**src/rtl/regfile_pkg.sv**
```systemverilog
// Shared constants for the register-file write arbiter: default widths,
// the hard-wired zero register and the fixed requester ids.
package regfile_pkg;
  localparam int ADDR_W   = 5;
  localparam int DATA_W   = 32;
  localparam int ZERO_REG = 0;

  localparam int REQ_WB  = 0;
  localparam int REQ_MD  = 1;
  localparam int REQ_EXC = 2;
endpackage

```
**src/rtl/rr_arbiter.sv**
```systemverilog
// Combinational round-robin picker: grants the first asserted request at or
// after ptr_i, wrapping around. Output is one-hot or all zero.
module rr_arbiter #(
  parameter  int N  = 3,
  localparam int PW = $clog2(N)
) (
  input  logic [N-1:0]  req_i,
  input  logic [PW-1:0] ptr_i,
  output logic [N-1:0]  gnt_o
);
  logic          found;
  logic [PW-1:0] idx;

  always_comb begin
    gnt_o = '0;
    found = 1'b0;
    idx   = ptr_i;
    for (int k = 0; k < N; k++) begin
      if (!found && req_i[idx]) begin
        gnt_o[idx] = 1'b1;
        found      = 1'b1;
      end
      idx = (idx == PW'(N-1)) ? '0 : idx + PW'(1);
    end
  end
endmodule

```
**src/rtl/regfile_write_arbiter.sv**
```systemverilog
// Shares the register file's single write port among NUM_REQ sources with
// aged round-robin arbitration and a one-cycle registered write stage.
// Optional forwarding ports are enabled by defining REGFILE_ARB_FWD_EN.
module regfile_write_arbiter import regfile_pkg::*; #(
  parameter  int NUM_REQ  = 3,
  parameter  int ADDR_W   = regfile_pkg::ADDR_W,
  parameter  int DATA_W   = regfile_pkg::DATA_W,
  parameter  int MAX_WAIT = 4,
  localparam int IDW      = $clog2(NUM_REQ),
  localparam int CW       = $clog2(MAX_WAIT + 1),
  localparam int PM_W     = 2**ADDR_W
) (
  input  logic                      clock,
  input  logic                      ctrl_reset_n,
  input  logic                      ctrl_hold,
  input  logic [NUM_REQ-1:0]        req_valid,
  input  logic [NUM_REQ*ADDR_W-1:0] req_reg,
  input  logic [NUM_REQ*DATA_W-1:0] req_data,
  output logic [NUM_REQ-1:0]        req_ready,
  output logic                      ctrl_writeEnable,
  output logic [ADDR_W-1:0]         ctrl_writeReg,
  output logic [DATA_W-1:0]         data_writeReg,
  output logic [IDW-1:0]            grant_id,
  output logic [PM_W-1:0]           pending_mask
`ifdef REGFILE_ARB_FWD_EN
  ,
  input  logic [ADDR_W-1:0]         fwd_addr_a,
  input  logic [ADDR_W-1:0]         fwd_addr_b,
  output logic                      fwd_hit_a,
  output logic                      fwd_hit_b,
  output logic [DATA_W-1:0]         fwd_data_a,
  output logic [DATA_W-1:0]         fwd_data_b
`endif
);
  logic [NUM_REQ-1:0][CW-1:0] wait_cnt_q, wait_cnt_d;
  logic [IDW-1:0]             rr_ptr_q, rr_ptr_d;
  logic [NUM_REQ-1:0]         esc, esc_gnt, rr_gnt, gnt;
  logic                       xfer, stage_we;
  logic [IDW-1:0]             gnt_idx;
  logic [ADDR_W-1:0]          sel_reg;
  logic [DATA_W-1:0]          sel_data;

  logic                       we_q;
  logic [ADDR_W-1:0]          reg_q;
  logic [DATA_W-1:0]          data_q;
  logic [IDW-1:0]             gid_q;

  rr_arbiter #(.N(NUM_REQ)) u_rr (
    .req_i (req_valid),
    .ptr_i (rr_ptr_q),
    .gnt_o (rr_gnt)
  );

  // Starved requesters override round-robin; lowest index wins among them.
  always_comb begin
    esc = '0;
    for (int i = 0; i < NUM_REQ; i++)
      esc[i] = req_valid[i] && (wait_cnt_q[i] == CW'(MAX_WAIT));
  end

  assign esc_gnt   = esc & (~esc + NUM_REQ'(1));
  assign gnt       = (|esc) ? esc_gnt : rr_gnt;
  assign req_ready = (ctrl_reset_n && !ctrl_hold) ? gnt : '0;
  assign xfer      = |req_ready;

  always_comb begin
    gnt_idx  = '0;
    sel_reg  = '0;
    sel_data = '0;
    for (int i = 0; i < NUM_REQ; i++) begin
      if (req_ready[i]) begin
        gnt_idx  = IDW'(i);
        sel_reg  = req_reg[i*ADDR_W +: ADDR_W];
        sel_data = req_data[i*DATA_W +: DATA_W];
      end
    end
  end

  // Writes to the zero register are accepted but never reach the regfile.
  assign stage_we = xfer && (sel_reg != ADDR_W'(ZERO_REG));

  always_comb begin
    rr_ptr_d = rr_ptr_q;
    if (xfer)
      rr_ptr_d = (gnt_idx == IDW'(NUM_REQ-1)) ? '0 : gnt_idx + IDW'(1);
    wait_cnt_d = wait_cnt_q;
    if (!ctrl_hold) begin
      for (int i = 0; i < NUM_REQ; i++) begin
        if (!req_valid[i] || req_ready[i])
          wait_cnt_d[i] = '0;
        else if (wait_cnt_q[i] < CW'(MAX_WAIT))
          wait_cnt_d[i] = wait_cnt_q[i] + CW'(1);
      end
    end
  end

  always_ff @(posedge clock or negedge ctrl_reset_n) begin
    if (!ctrl_reset_n) begin
      wait_cnt_q <= '0;
      rr_ptr_q   <= '0;
      we_q       <= 1'b0;
      reg_q      <= '0;
      data_q     <= '0;
      gid_q      <= '0;
    end else begin
      wait_cnt_q <= wait_cnt_d;
      rr_ptr_q   <= rr_ptr_d;
      we_q       <= stage_we;
      if (stage_we) begin
        reg_q  <= sel_reg;
        data_q <= sel_data;
      end
      if (xfer)
        gid_q <= gnt_idx;
    end
  end

  assign ctrl_writeEnable = we_q;
  assign ctrl_writeReg    = reg_q;
  assign data_writeReg    = data_q;
  assign grant_id         = gid_q;
  assign pending_mask     = we_q ? (PM_W'(1) << reg_q) : '0;

`ifdef REGFILE_ARB_FWD_EN
  assign fwd_hit_a  = we_q && (fwd_addr_a == reg_q) && (fwd_addr_a != ADDR_W'(ZERO_REG));
  assign fwd_hit_b  = we_q && (fwd_addr_b == reg_q) && (fwd_addr_b != ADDR_W'(ZERO_REG));
  assign fwd_data_a = fwd_hit_a ? data_q : '0;
  assign fwd_data_b = fwd_hit_b ? data_q : '0;
`endif
endmodule

```
**config.mk**
```make
export PLATFORM = sky130hd
export DESIGN_NAME = regfile_write_arbiter
export DESIGN_NICKNAME = d
export VERILOG_FILES = /design/src/rtl/regfile_pkg.sv /design/src/rtl/rr_arbiter.sv /design/src/rtl/regfile_write_arbiter.sv
export SDC_FILE = /design/constraint.sdc
export NUM_CORES = 1
export LEC_CHECK = 0
export BUFFER_PORTS_ARGS = -buffer_cell sky130_fd_sc_hd__buf_2
export CORE_AREA = 2 2 103 105
export DETAILED_ROUTE_END_ITERATION = 8
export DIE_AREA = 0 0 105 107
export MAX_ROUTING_LAYER = met4
export SYNTH_ARGS = -nofsm -noshare
export SYNTH_HDL_FRONTEND = slang
export SYNTH_SLANG_ARGS = --single-unit
export TNS_END_PERCENT = 1
```
**constraint.sdc**
```tcl
create_clock -name clock -period 2.51 [get_ports clock]
set_input_delay 0.251 -clock clock [delete_from_list [all_inputs] [get_ports clock]]
set_output_delay 0.251 -clock clock [all_outputs]
set_load 0.1 [all_outputs]
```
==> impl_metrics.py <==
metrics = {
    "setup_path": {
        "worstPathArrival_ns": 2.59,
        "reg2reg_slack_ns": 0.1,
        "cp_num_buf_inv": 2,
        "worstPathMaxFanout": 7,
        "cp_slowest_cell": "a222oi_1",
        "start_kind": "flip-flop",
        "crit_family": "compound AO/OA/AOI/OAI gates",
        "worstSetupEndpointType": "flip-flop",
        "cp.required_ns": 2.69,
        "critical_path_class": "reg2reg",
        "path_cells": "inv_2 -> ha_4 -> and2_4 -> o21ai_4 -> a31o_4 -> a222oi_1 -> o2111a_2 -> nand3_4 -> clkbuf_16 -> mux2i_1",
        "max_stage_delay_ns": 0.41,
    },
    "synth": {
        "synthFlopType": "dfrtp_1",
        "synth_top_family_by_area": "compound AO/OA/AOI/OAI gates",
        "synth_cell_type_count": 38,
        "post_synth_instance_area_mm2": 0.00298,
        "yosysWarnings": 0,
        "ys_async_sr_fraction": 1.00,
        "synth_fp_nets": 443,
        "synth_compound_area_frac": 0.196,
        "synth_edf_count": 0,
        "synthAdderAreaFrac": 0.0252,
        "synth-xor-area-share": 0,
        "ys_ff_latch": 50,
        "postSynthCellCount": 320,
        "yosys.area_share.simple": 0.142,
        "avgSynthCellArea_um2": 9.31,
        "yosysSeqAreaShare": 0.420,
        "synth.area.mux_share": 0.111,
    },
    "clocking": {
        "clk_pin_slew_ns": 0.09,
        "cts_buffers": 5,
        "cts_max_level": 2,
        "clock_sinks": 50,
        "clockBufferDepth": 2,
        "cts_tree": "done",
        "cts_root_buf": "clkbuf_8",
        "clk_latency_ns": 0.31,
    },
    "timing": {
        "clock_skew_ns": 0.0210,
        "slew_headroom": 0.621,
        "setup_violations": 0,
        "fin_crit_sh": 0.961,
        "slew_viol_final": 0,
        "hold_viol_final": 0,
        "worstMarginPinSlew_ns": 0.568,
        "fmax_mhz": 414,
        "rsz0062_at_grt": "yes",
        "setup-tns-final_ns": 0,
        "fin_crit_ns": 2.41,
    },
    "layout": {
        "fin_nets": 646,
        "postLayoutCellArea_mm2": 0.00470,
        "syn_to_final_growth_pct": 57.9,
        "fillers": 1037,
        "most-common-layout-cells": "187 x buf_2, 45 x dfrtp_1, 43 x inv_1",
        "drive_above_1_share": 0.540,
        "antenna_cells": 0,
        "layout_commonest_cell": "buf_2",
        "fin_util": 0.466,
    },
    "die": {
        "die_x_um": 105,
        "ios": 192,
        "die-area_mm2": 0.0112,
        "start_util": 0.295,
        "core_mm2": 0.0101,
        "rows": 37,
        "die_h_um": 107,
    },
    "grt": {
        "use_met1": 0.234,
        "grt_overflow": 0,
        "grt_pass1_vias": 3235,
        "grt_pass1_wl_um": 15900,
        "antenna_found_initial": 0,
        "grtUsageTotal": 0.179,
        "use_met2": 0.287,
        "grt_start_max_net_pins": 45,
        "met3_usage": 0.0371,
        "busiest_layer": "met2",
    },
    "route": {
        "ant_nets": 0,
        "drc": 0,
        "dr.pass1.iters": 8,
        "post_drt_wl_per_cell_um": 16.0,
        "finalWirelength_um": 10600,
        "num_vias": 3297,
        "via_per_inst": 5.00,
        "drt_iter0_drc": 246,
    },
    "pwr": {
        "total_power_mw": 6.10,
        "cellPowerDensity_mw_per_mm2": 1300,
        "ir_drop_mv": 0.746,
        "power_leakage_nw": 2.40,
    },
    "flow_run": {
        "max_cap_violations": 0,
    },
    "placement": {
        "placed_area_mm2": 0.00435,
        "dpl.hpwl_um": 7640,
        "io_buffers": 191,
        "gp_congestion": 0.771,
    },
    "run_status": {
        "outcome": "completed",
    },
    "min_path": {
        "hold_path_class": "in2reg",
    },
}
-- per-layer routing --
| metal | share of wire | wire length [um] | vias to the layer above |
|---|---|---|---|
| met3 | 0.058 | 618 | 11 |
| met5 | 0 | 0 | - |
| li1 | - | - | 1572 |
| met2 | 0.48 | 5050 | 144 |
| met4 | 0.014 | 150 | 0 |
| met1 | 0.45 | 4750 | 1570 |
-- layout make-up --
cell class	instances	area (um^2)	share of cell area
Inverter	47	176	0.0375
Tap cell	136	170	0.0362
Clock buffer	5	68.8	0.0146
Sequential cell	50	1260	0.267
Clock inverter	3	21.3	0.00452
Multi-Input combinational cell	198	1700	0.361
Timing Repair Buffer	221	1310	0.279
-- registers in the layout (all words and copies together), names as in the netlist --
| register | cells |
|---|---|
| data_writeReg | 32 |
| grant_id | 2 |
| wait_cnt_q | 9 |
| rr_ptr_q | 1 |
| ctrl_writeEnable | 1 |
| ctrl_writeReg | 5 |
-- stage by stage --
| step | worst slack, ns | hold WS [ns] | std cells |
|---|---|---|---|
| finish | 0.0972 | 0.218 | 660 |
| floorplan | -0.333 | -0.0446 | 320 |
| detailed placement | 0.0430 | 0.126 | 635 |
| CTS | 0.0330 | 0.200 | 644 |
| global placement | 0.141 | 0.116 | 635 |
| global route | -0.0286 | 0.212 | 660 |
-- power by group --
group | total [mW] | leakage [nW] | internal [mW] | switching, mW
registers | 1.49 | 0.661 | 1.10 | 0.390
clock network | 0.477 | 0.0441 | 0.197 | 0.281
logic | 4.13 | 1.69 | 0.969 | 3.16
-- synthesized netlist by cell type, types with 5 or more instances --
cell / n / area [um^2]
dfrtp_1: 50 / 1250
nor2_1: 36 / 135
ha_1: 6 / 75.1
nand3_1: 10 / 50.1
inv_1: 45 / 169
nor3_1: 12 / 60.1
nor2b_1: 5 / 31.3
nand2_1: 15 / 56.3
mux2i_1: 32 / 320
clkbuf_1: 16 / 60.1
a222oi_1: 37 / 370
a21oi_1: 7 / 35.0
-- worst paths after layout --
path                                            from                            end  cells after the start
max                        wait_cnt_q[7]$_DFFE_PN0P_  data_writeReg[13]$_DFFE_PN0P_                     10
min                                       req_reg[2]   ctrl_writeReg[2]$_DFFE_PN0P_                      3
max reg2reg                wait_cnt_q[7]$_DFFE_PN0P_  data_writeReg[13]$_DFFE_PN0P_                     10
min reg2reg                  grant_id[1]$_DFFE_PN0P_        grant_id[1]$_DFFE_PN0P_                      1
max in group asynchronous               ctrl_reset_n  data_writeReg[21]$_DFFE_PN0P_                      3
min in group asynchronous               ctrl_reset_n   ctrl_writeReg[4]$_DFFE_PN0P_                      2
-- timing repair --
| item | in CTS | in global routing |
|---|---|---|
| buffers inserted | 0 | 10 |
| endpoints found under the setup margin | 0 | 36 |
| resized for setup | 0 | 19 |
| hold buffers | 1 | 0 |
| hold endpoints to repair | 6 | 0 |
-- worst min-delay path: stages --
cell and delay [ns]:
buf_2 0.09, a222oi_1 0.06, o21ai_1 0.08
-- kinds of logic after synthesis --
family                   count (synthesis)
AO/OA/AOI/OAI                           68
adder cells (fa/ha/maj)                  6
multiplexers                            33
flip-flops                              50
buffers and inverters                   72
AND/OR/NAND/NOR                         91
No activity file was read; power rests on OpenSTA's default activity.
